$ cat config.mk
export PLATFORM = sky130hd
export DESIGN_NAME = mem_stage_flat
export DESIGN_NICKNAME = d
export VERILOG_FILES = /design/src/rtl/mem_stage_if.sv /design/src/rtl/mem_stage.sv /design/src/flat_wrapper.sv
export SDC_FILE = /design/constraint.sdc
export NUM_CORES = 1
export LEC_CHECK = 0
export CAP_MARGIN = 20
export CORE_AREA = 2 2 147 149
export CTS_CLUSTER_DIAMETER = 200
export DETAILED_ROUTE_END_ITERATION = 10
export DIE_AREA = 0 0 149 151
export PLACE_DENSITY = 0.7
export SYNTH_ARGS = -nofsm -noshare
export SYNTH_HDL_FRONTEND = slang
export SYNTH_SLANG_ARGS = --single-unit
$ cat constraint.sdc
create_clock -name clk -period 2.2 [get_ports clk]
set_input_delay 0.22 -clock clk [delete_from_list [all_inputs] [get_ports clk]]
set_output_delay 0.22 -clock clk [all_outputs]
set_load 0.005 [all_outputs]
$ cat src/rtl/mem_stage_if.sv
// Data SRAM request/response channel between the MEM stage and the data memory.
// Request fields are held stable by the master from req until addr_ok.
interface mem_stage_if;
    logic        data_sram_req;
    logic        data_sram_wr;
    logic [3:0]  data_sram_wstrb;
    logic [31:0] data_sram_addr;
    logic [31:0] data_sram_wdata;
    logic        data_sram_addr_ok;
    logic        data_sram_data_ok;
    logic [31:0] data_sram_rdata;

    modport master (
        output data_sram_req, data_sram_wr, data_sram_wstrb, data_sram_addr, data_sram_wdata,
        input  data_sram_addr_ok, data_sram_data_ok, data_sram_rdata
    );

    modport slave (
        input  data_sram_req, data_sram_wr, data_sram_wstrb, data_sram_addr, data_sram_wdata,
        output data_sram_addr_ok, data_sram_data_ok, data_sram_rdata
    );
endinterface

$ cat src/rtl/mem_stage.sv
// MEM pipeline stage: latches the EXE result, runs one data SRAM transaction per
// memory instruction and hands the raw read word plus byte lanes to WB.
module mem_stage #(
    parameter int EXE_TO_MEM_BUS_WD = 111,
    parameter int MEM_TO_WB_BUS_WD  = 113,
    parameter int MEM_TO_BY_BUS_WD  = 40
) (
    input  logic                         clk,
    input  logic                         reset,
    input  logic [EXE_TO_MEM_BUS_WD-1:0] EXE_to_MEM_bus,
    input  logic                         EXE_to_MEM_valid,
    output logic                         MEM_allow_in,
    output logic [MEM_TO_WB_BUS_WD-1:0]  MEM_to_WB_bus,
    output logic                         MEM_to_WB_valid,
    input  logic                         WB_allow_in,
    output logic [MEM_TO_BY_BUS_WD-1:0]  MEM_to_BY_bus,
    mem_stage_if.master                  data_sram
);

    typedef enum logic [1:0] {IDLE, REQ, WAIT, DONE} state_t;

    state_t                         state;
    logic                           vld_p0;
    logic [EXE_TO_MEM_BUS_WD-1:0]   bus_p0;
    logic [3:0]                     b_en_p0;
    logic [31:0]                    rdata_p0;

    logic        ready_go;
    logic        accept;
    logic        in_ram_en;
    logic [1:0]  in_wd;
    logic [1:0]  in_addr_lo;

    logic [2:0]  sel_rf_w_data_valid_stage;
    logic        sel_rf_w_en;
    logic        sel_rf_w_data;
    logic [1:0]  sel_data_ram_wd;
    logic        sel_data_ram_extend;
    logic        data_ram_en;
    logic        data_ram_we;
    logic [31:0] st_data;
    logic [4:0]  rf_w_addr;
    logic [31:0] alu_result;
    logic [31:0] inst_pc;
    logic [31:0] fwd_data;
    logic        fwd_data_valid;

    function automatic logic [3:0] lane_mask(input logic [1:0] wd, input logic [1:0] addr_lo);
        if (wd[1])
            return 4'b0001 << addr_lo;
        else if (wd[0])
            return addr_lo[1] ? 4'b1100 : 4'b0011;
        else
            return 4'b1111;
    endfunction

    function automatic logic [31:0] replicate(input logic [1:0] wd, input logic [31:0] d);
        if (wd[1])
            return {4{d[7:0]}};
        else if (wd[0])
            return {2{d[15:0]}};
        else
            return d;
    endfunction

    assign in_ram_en  = EXE_to_MEM_bus[102];
    assign in_wd      = EXE_to_MEM_bus[105:104];
    assign in_addr_lo = EXE_to_MEM_bus[33:32];

    assign {sel_rf_w_data_valid_stage, sel_rf_w_en, sel_rf_w_data, sel_data_ram_wd,
            sel_data_ram_extend, data_ram_en, data_ram_we, st_data, rf_w_addr,
            alu_result, inst_pc} = bus_p0;

    assign ready_go        = ~data_ram_en | (state == DONE);
    assign MEM_allow_in    = ~vld_p0 | (ready_go & WB_allow_in);
    assign MEM_to_WB_valid = vld_p0 & ready_go;
    assign accept          = EXE_to_MEM_valid & MEM_allow_in;

    // Stage register and SRAM transaction FSM; req is a registered FSM output
    always_ff @(posedge clk) begin
        if (reset) begin
            vld_p0                 <= 1'b0;
            state                  <= IDLE;
            bus_p0                 <= '0;
            b_en_p0                <= '0;
            rdata_p0               <= '0;
            data_sram.data_sram_req <= 1'b0;
        end else begin
            if (MEM_allow_in)
                vld_p0 <= EXE_to_MEM_valid;
            if (accept) begin
                bus_p0   <= EXE_to_MEM_bus;
                b_en_p0  <= lane_mask(in_wd, in_addr_lo);
                rdata_p0 <= '0;
                if (in_ram_en) begin
                    state                   <= REQ;
                    data_sram.data_sram_req <= 1'b1;
                end else begin
                    state                   <= IDLE;
                    data_sram.data_sram_req <= 1'b0;
                end
            end else begin
                unique case (state)
                    REQ: begin
                        if (data_sram.data_sram_addr_ok) begin
                            state                   <= WAIT;
                            data_sram.data_sram_req <= 1'b0;
                        end
                    end
                    WAIT: begin
                        // Stores capture too; WB simply ignores the word for them
                        if (data_sram.data_sram_data_ok) begin
                            rdata_p0 <= data_sram.data_sram_rdata;
                            state    <= DONE;
                        end
                    end
                    DONE: begin
                        if (WB_allow_in)
                            state <= IDLE;
                    end
                    default: ;
                endcase
            end
        end
    end

    assign data_sram.data_sram_addr  = {alu_result[31:2], 2'b00};
    assign data_sram.data_sram_wr    = data_ram_we;
    assign data_sram.data_sram_wstrb = data_ram_we ? b_en_p0 : 4'b0000;
    assign data_sram.data_sram_wdata = replicate(sel_data_ram_wd, st_data);

    assign MEM_to_WB_bus = {sel_rf_w_data_valid_stage, sel_rf_w_en, sel_rf_w_data,
                            sel_data_ram_wd, sel_data_ram_extend, b_en_p0, rdata_p0,
                            rf_w_addr, alu_result, inst_pc};

    // Loads select the memory source and therefore never forward from here
    assign fwd_data       = (rf_w_addr == 5'd0) ? 32'd0 : alu_result;
    assign fwd_data_valid = vld_p0 & ~sel_rf_w_data &
                            (sel_rf_w_data_valid_stage[0] | sel_rf_w_data_valid_stage[1]);

    assign MEM_to_BY_bus = {rf_w_addr, fwd_data, fwd_data_valid, vld_p0, sel_rf_w_en};

endmodule

$ cat src/flat_wrapper.sv
// flat-port wrapper written by rule: the top's interface ports become plain ports
module mem_stage_flat 
#(
    parameter int EXE_TO_MEM_BUS_WD = 111,
    parameter int MEM_TO_WB_BUS_WD  = 113,
    parameter int MEM_TO_BY_BUS_WD  = 40
)
  (clk, reset, EXE_to_MEM_bus, EXE_to_MEM_valid, MEM_allow_in, MEM_to_WB_bus, MEM_to_WB_valid, WB_allow_in, MEM_to_BY_bus, data_sram_data_sram_req, data_sram_data_sram_wr, data_sram_data_sram_wstrb, data_sram_data_sram_addr, data_sram_data_sram_wdata, data_sram_data_sram_addr_ok, data_sram_data_sram_data_ok, data_sram_data_sram_rdata);
  mem_stage_if data_sram_i ();
  input  logic clk;
  input  logic reset;
  input  logic [EXE_TO_MEM_BUS_WD-1:0] EXE_to_MEM_bus;
  input  logic EXE_to_MEM_valid;
  output logic MEM_allow_in;
  output logic [MEM_TO_WB_BUS_WD-1:0] MEM_to_WB_bus;
  output logic MEM_to_WB_valid;
  input  logic WB_allow_in;
  output logic [MEM_TO_BY_BUS_WD-1:0] MEM_to_BY_bus;
  output wire logic [$bits(data_sram_i.data_sram_req)-1:0] data_sram_data_sram_req;
  output wire logic [$bits(data_sram_i.data_sram_wr)-1:0] data_sram_data_sram_wr;
  output wire logic [$bits(data_sram_i.data_sram_wstrb)-1:0] data_sram_data_sram_wstrb;
  output wire logic [$bits(data_sram_i.data_sram_addr)-1:0] data_sram_data_sram_addr;
  output wire logic [$bits(data_sram_i.data_sram_wdata)-1:0] data_sram_data_sram_wdata;
  input wire logic [$bits(data_sram_i.data_sram_addr_ok)-1:0] data_sram_data_sram_addr_ok;
  input wire logic [$bits(data_sram_i.data_sram_data_ok)-1:0] data_sram_data_sram_data_ok;
  input wire logic [$bits(data_sram_i.data_sram_rdata)-1:0] data_sram_data_sram_rdata;
  assign data_sram_data_sram_req = data_sram_i.data_sram_req;
  assign data_sram_data_sram_wr = data_sram_i.data_sram_wr;
  assign data_sram_data_sram_wstrb = data_sram_i.data_sram_wstrb;
  assign data_sram_data_sram_addr = data_sram_i.data_sram_addr;
  assign data_sram_data_sram_wdata = data_sram_i.data_sram_wdata;
  assign data_sram_i.data_sram_addr_ok = data_sram_data_sram_addr_ok;
  assign data_sram_i.data_sram_data_ok = data_sram_data_sram_data_ok;
  assign data_sram_i.data_sram_rdata = data_sram_data_sram_rdata;
  mem_stage #(.EXE_TO_MEM_BUS_WD(EXE_TO_MEM_BUS_WD), .MEM_TO_WB_BUS_WD(MEM_TO_WB_BUS_WD), .MEM_TO_BY_BUS_WD(MEM_TO_BY_BUS_WD)) u_core (.clk(clk), .reset(reset), .EXE_to_MEM_bus(EXE_to_MEM_bus), .EXE_to_MEM_valid(EXE_to_MEM_valid), .MEM_allow_in(MEM_allow_in), .MEM_to_WB_bus(MEM_to_WB_bus), .MEM_to_WB_valid(MEM_to_WB_valid), .WB_allow_in(WB_allow_in), .MEM_to_BY_bus(MEM_to_BY_bus), .data_sram(data_sram_i));
endmodule
* After elaboration in Yosys (flattened, before gate mapping) *
Index checks and enable logic that the tools add are counted.
Widths: inputs -> output; s select.

storage, ports and cells
  register bits after elaboration = 151
  output and inout port bits = 225

operators by class
  equality and inequality tests = 6
  shift operators = 1
  muxes and demuxes = 17
  bitwise logic cells = 11
  reduce and logical (&&, ||, !) cells = 8

operators with widths
  kind                 count
  $mux 32              3
  $mux 4               4
  $ne 3x2->1 const B   3
  $mux 2               4
  $pmux 2 s3           1
  $and 1x1->1          5
  $logic_not 5->1      1
  $mux 1               5
  $eq 2x2->1 const B   2
  $reduce_and 2->1     2
  $reduce_and 4->1     1
  $reduce_bool 2->1    2
  $reduce_bool 4->1    1
  $shl 1x2->4 const A  1
  $not 1->1            3
  $or 1x1->1           3
  $eq 2x1->1 const B   1
  $reduce_or 2->1      1

* Logic depth before layout (Yosys ltp) *
  depth after elaboration = 7
  gate-level depth with buffers = 7

* Worst setup path before layout *
OpenSTA, ideal clock, no wires.

  kind = flip-flop to output port
  start = reg u_core.bus_p0[65]
  end = out MEM_to_BY_bus[10]
  data arrival time = 1.278 ns
  required time = 1.980 ns
  setup slack = 0.702 ns
  cell stages (with the launch flop) = 5
  buffers on the path = 1
  cell sequence = dfxtp_1 > or4_1 > nor2_1 > buf_2 > nor2b_1

on the way
  cells in the longest elaborated chain, start to end = 2

ends and longest elaborated chain
  item                    line                source
  from (decl)             mem_stage.sv:24     logic [EXE_TO_MEM_BUS_WD-1:0] bus_p0;
  from (signal assigned)  mem_stage.sv:92     bus_p0 <= EXE_to_MEM_bus;
  $logic_not 5->1         mem_stage.sv:137    assign fwd_data = (rf_w_addr == 5'd0) ? 32'd0 : alu_result;
  $mux 32                 mem_stage.sv:137
  to (decl)               flat_wrapper.sv:18  output logic [MEM_TO_BY_BUS_WD-1:0] MEM_to_BY_bus;

Every way passes these cells.

* Final worst setup path *
  start = reg u_core.bus_p0[66]
  end = out MEM_to_BY_bus[5]

The elaborated chain is that of the path after synthesis.

==> flow_summary.json <==
{
  "critPathMaxFanout": 16,
  "vias_per_cell": 4.50,
  "layout-drive-gt1-share": 0.0600,
  "sequentialPowerShare": 0.423,
  "synth_top_area_cell": "dfxtp_1",
  "leakagePower_nw": 3.82,
  "clk_path_buf_depth": 2,
  "overflow": 0,
  "crit_required_ns": 1.98,
  "reg2reg_to": "u_core.bus_p0[36]$_SDFFE_PP0P_",
  "synth_edf_count": 0,
  "cts_buffers": 17,
  "dp_hpwl_microns": 15900,
  "clk_latency_ns": 0.42,
  "period_needed_ns": 2.19,
  "ys_top_cells_by_count": "nand2_1 (298), a21oi_1 (151), dfxtp_1 (151)",
  "grt_antenna_before_repair": 0,
  "cts_tree": "built",
  "synthTopCellsByArea": "dfxtp_1 (44%), nand2_1 (16%), buf_4 (15%)",
  "n_antenna_cell": 0,
  "worstPathArrival_ns": 1.97,
  "synth_xor_area_frac": 0,
  "ys_types": 26,
  "busiest_layer": "met2",
  "hold_viol": 0,
  "regToRegSetupSlack_ns": 0.48,
  "grt.total_usage": 0.182,
  "setup_ws_ns": 0.0129,
  "multi_input_area_sq_um": 2600,
  "use_met3": 0.0630,
  "ir_drop_mv": 0.517,
  "maxCapViolations": 0,
  "syn_area_sq_um": 6840,
  "routedWlPerCell_microns": 15.6,
  "p_sw_frac": 0.262,
  "path_class": "reg2out",
  "ys.flop_type": "dfxtp_1",
  "worstHoldPathType": "in2reg",
  "hold-path-endpoint": "u_core.vld_p0$_SDFFE_PP0N_",
  "cts_sinks": 151,
  "grt_pass1_wl_microns": 32000,
  "synth_area_per_cell_sq_um": 7.67,
  "grt_pass1_vias": 5909,
  "worstRegToRegCells": 6,
  "synth_top_area_frac": 0.442,
  "use_met1": 0.206,
  "port-buffer-count": 371,
  "fin_tns_setup_ns": 0,
  "synth_seq_cells": 151,
  "dp_worst_setup_slack_ns": 0.273,
  "clk_pin_slew_ns": 0.07,
  "cts_hold_buf": 0,
  "clock.fmax_mhz": 457,
  "synth_mux_area_frac": 0.0263,
  "synthAdderAreaFrac": 0,
  "switchingPower_mw": 1.85,
  "combinationalPowerShare": 0.182,
  "internal-power_mw": 5.22,
  "root_buffer": "clkbuf_16",
  "die_x_microns": 149,
  "fillers": 2052,
  "start_util": 0.329,
  "start_kind": "flop",
  "dieHeight_microns": 151,
  "area_growth_pct": 53.5,
  "powerDensity_nw_per_um2": 673,
  "cts_htree_levels": 4,
  "fin_skew_ns": 0.00992,
  "gp_routability_congestion": 0.802,
  "coreArea_sq_um": 20800,
  "rsz0062_at_grt": "yes",
  "num_rows": 53,
  "seq_area_sq_um": 3030,
  "clkPwrFrac": 0.395,
  "synth_seq_area_share": 0.442,
  "nets": 1269,
  "synthSimpleGateAreaFrac": 0.213,
  "min_path_cells": 2,
  "drt_drc_violations_left": 0,
  "ios": 374,
  "end_kind": "output port",
  "min_from": "reset",
  "synth_top_family_by_area": "simple AND/OR/NAND/NOR gates",
  "yosysMostFrequentCell": "nand2_1",
  "drtPass1Iterations": 4,
  "final-setup-viol-count": 0,
  "grtUsageMet2": 0.324,
  "drt_iter0_markers": 189,
  "routed_wl_microns": 22000,
  "vias": 6342,
  "r2r_start": "u_core.state[0]$_SDFFE_PP0P_",
  "synth_compound_area_frac": 0.136,
  "status": "completed",
  "synth-async-reset-ratio": 0,
  "grt_start_max_net_pins": 75,
  "drtAntennaViolNets": 0,
  "fin_util": 0.504,
  "dieArea_sq_um": 22500,
  "fin_crit_sh": 0.994,
  "syn_inst": 892,
  "yosysWarnings": 0,
  "drv_slew": 0
}
## sequential cells by signal, summed over array words and instances, names as in the netlist
register                        flops
u_core.rdata_p0                    32
u_core.vld_p0                       1
u_core.data_sram.data_sram_req      1
u_core.b_en_p0                      4
u_core.state                        2
u_core.bus_p0                     111
## what timing repair did
item,in CTS,in global routing
buffers inserted,0,1
cloned,0,2
setup endpoints to repair,32,35
resized for setup,34,37
## per-stage QoR
stage | total power, mW | hold WS (ns) | instances | area (sq um)
2_1_floorplan | 3.64 | 0.316 | 893 | 6850
3_3_place_gp | 4.31 | 0.440 | 1373 | 9900
3_5_place_dp | 4.32 | 0.446 | 1373 | 9900
4_1_cts | 7.11 | 0.214 | 1405 | 10400
5_1_grt | 7.38 | 0.221 | 1408 | 10500
6_report | 7.07 | 0.220 | 1408 | 10500
## worst max-delay path, cell delays in order (launching register included)
cell and delay [ns]:
dfxtp_2 0.34, or4_4 0.52, nor2_4 0.19, buf_12 0.18
nor2b_1 0.06, dlygate4sd2_1 0.25
## layer usage
| metal | vias up | share of wire |
|---|---|---|
| met2 | 255 | 0.50 |
| met1 | 2884 | 0.40 |
| met5 | - | 0 |
| met3 | 27 | 0.078 |
| li1 | 3176 | - |
| met4 | 0 | 0.021 |
## final cells by class
type                    count  share of cell area
clock buffers              20              0.0416
flip-flops and latches    151               0.288
multi-input cells         549               0.247
repair buffers            389               0.375
well taps                 275              0.0328
inverters                  12             0.00429
clock inverters            12              0.0113
## power by group through the flow
stage	Combinational, mW	Sequential [mW]	Clock, mW
6_report	1.29	2.99	2.79
2_1_floorplan	0.633	3.01	0
3_5_place_dp	1.27	3.05	0
4_1_cts	1.25	2.99	2.87
3_3_place_gp	1.26	3.05	0
5_1_grt	1.39	3.01	2.98
## cell usage in the layout (no fill, tap or decap), drive strengths merged
cell,n
nor3b,3
nand2b,2
nor2,8
a21oi,151
nand2,298
nand3b,1
clkdlybuf4s50,338
clkinvlp,6
or4,1
dlygate4sd2,2
conb,2
inv,16
nor2b,32
clkinv,1
buf,18
clkbuf,24
o21ai,16
clkdlybuf4s15,27
a21bo,1
a211oi,6
dfxtp,151
o211a,1
bufinv,1
and2,6
o211ai,2
nor3,2
mux2,8
mux2i,9
## worst max path at each step
stage	start	endpoint	slack, ns
finish	u_core.bus_p0[66]$_SDFFE_PP0P_	MEM_to_BY_bus[5]	0.01
global route	u_core.bus_p0[66]$_SDFFE_PP0P_	MEM_to_BY_bus[5]	-0.07
CTS	u_core.bus_p0[104]$_SDFFE_PP0P_	data_sram_data_sram_wdata[28]	0.01
detailed placement	u_core.bus_p0[65]$_SDFFE_PP0P_	MEM_to_BY_bus[6]	0.27
global placement	u_core.bus_p0[65]$_SDFFE_PP0P_	MEM_to_BY_bus[26]	0.29
floorplan	u_core.bus_p0[65]$_SDFFE_PP0P_	MEM_to_BY_bus[10]	0.70
## cells by family after synthesis
logic type	count (synthesis)
AO/OA/AOI/OAI	177
buffers and inverters	193
flip-flops	151
multiplexers	17
other	1
AND/OR/NAND/NOR	353
No activity file was read; power rests on OpenSTA's default activity.
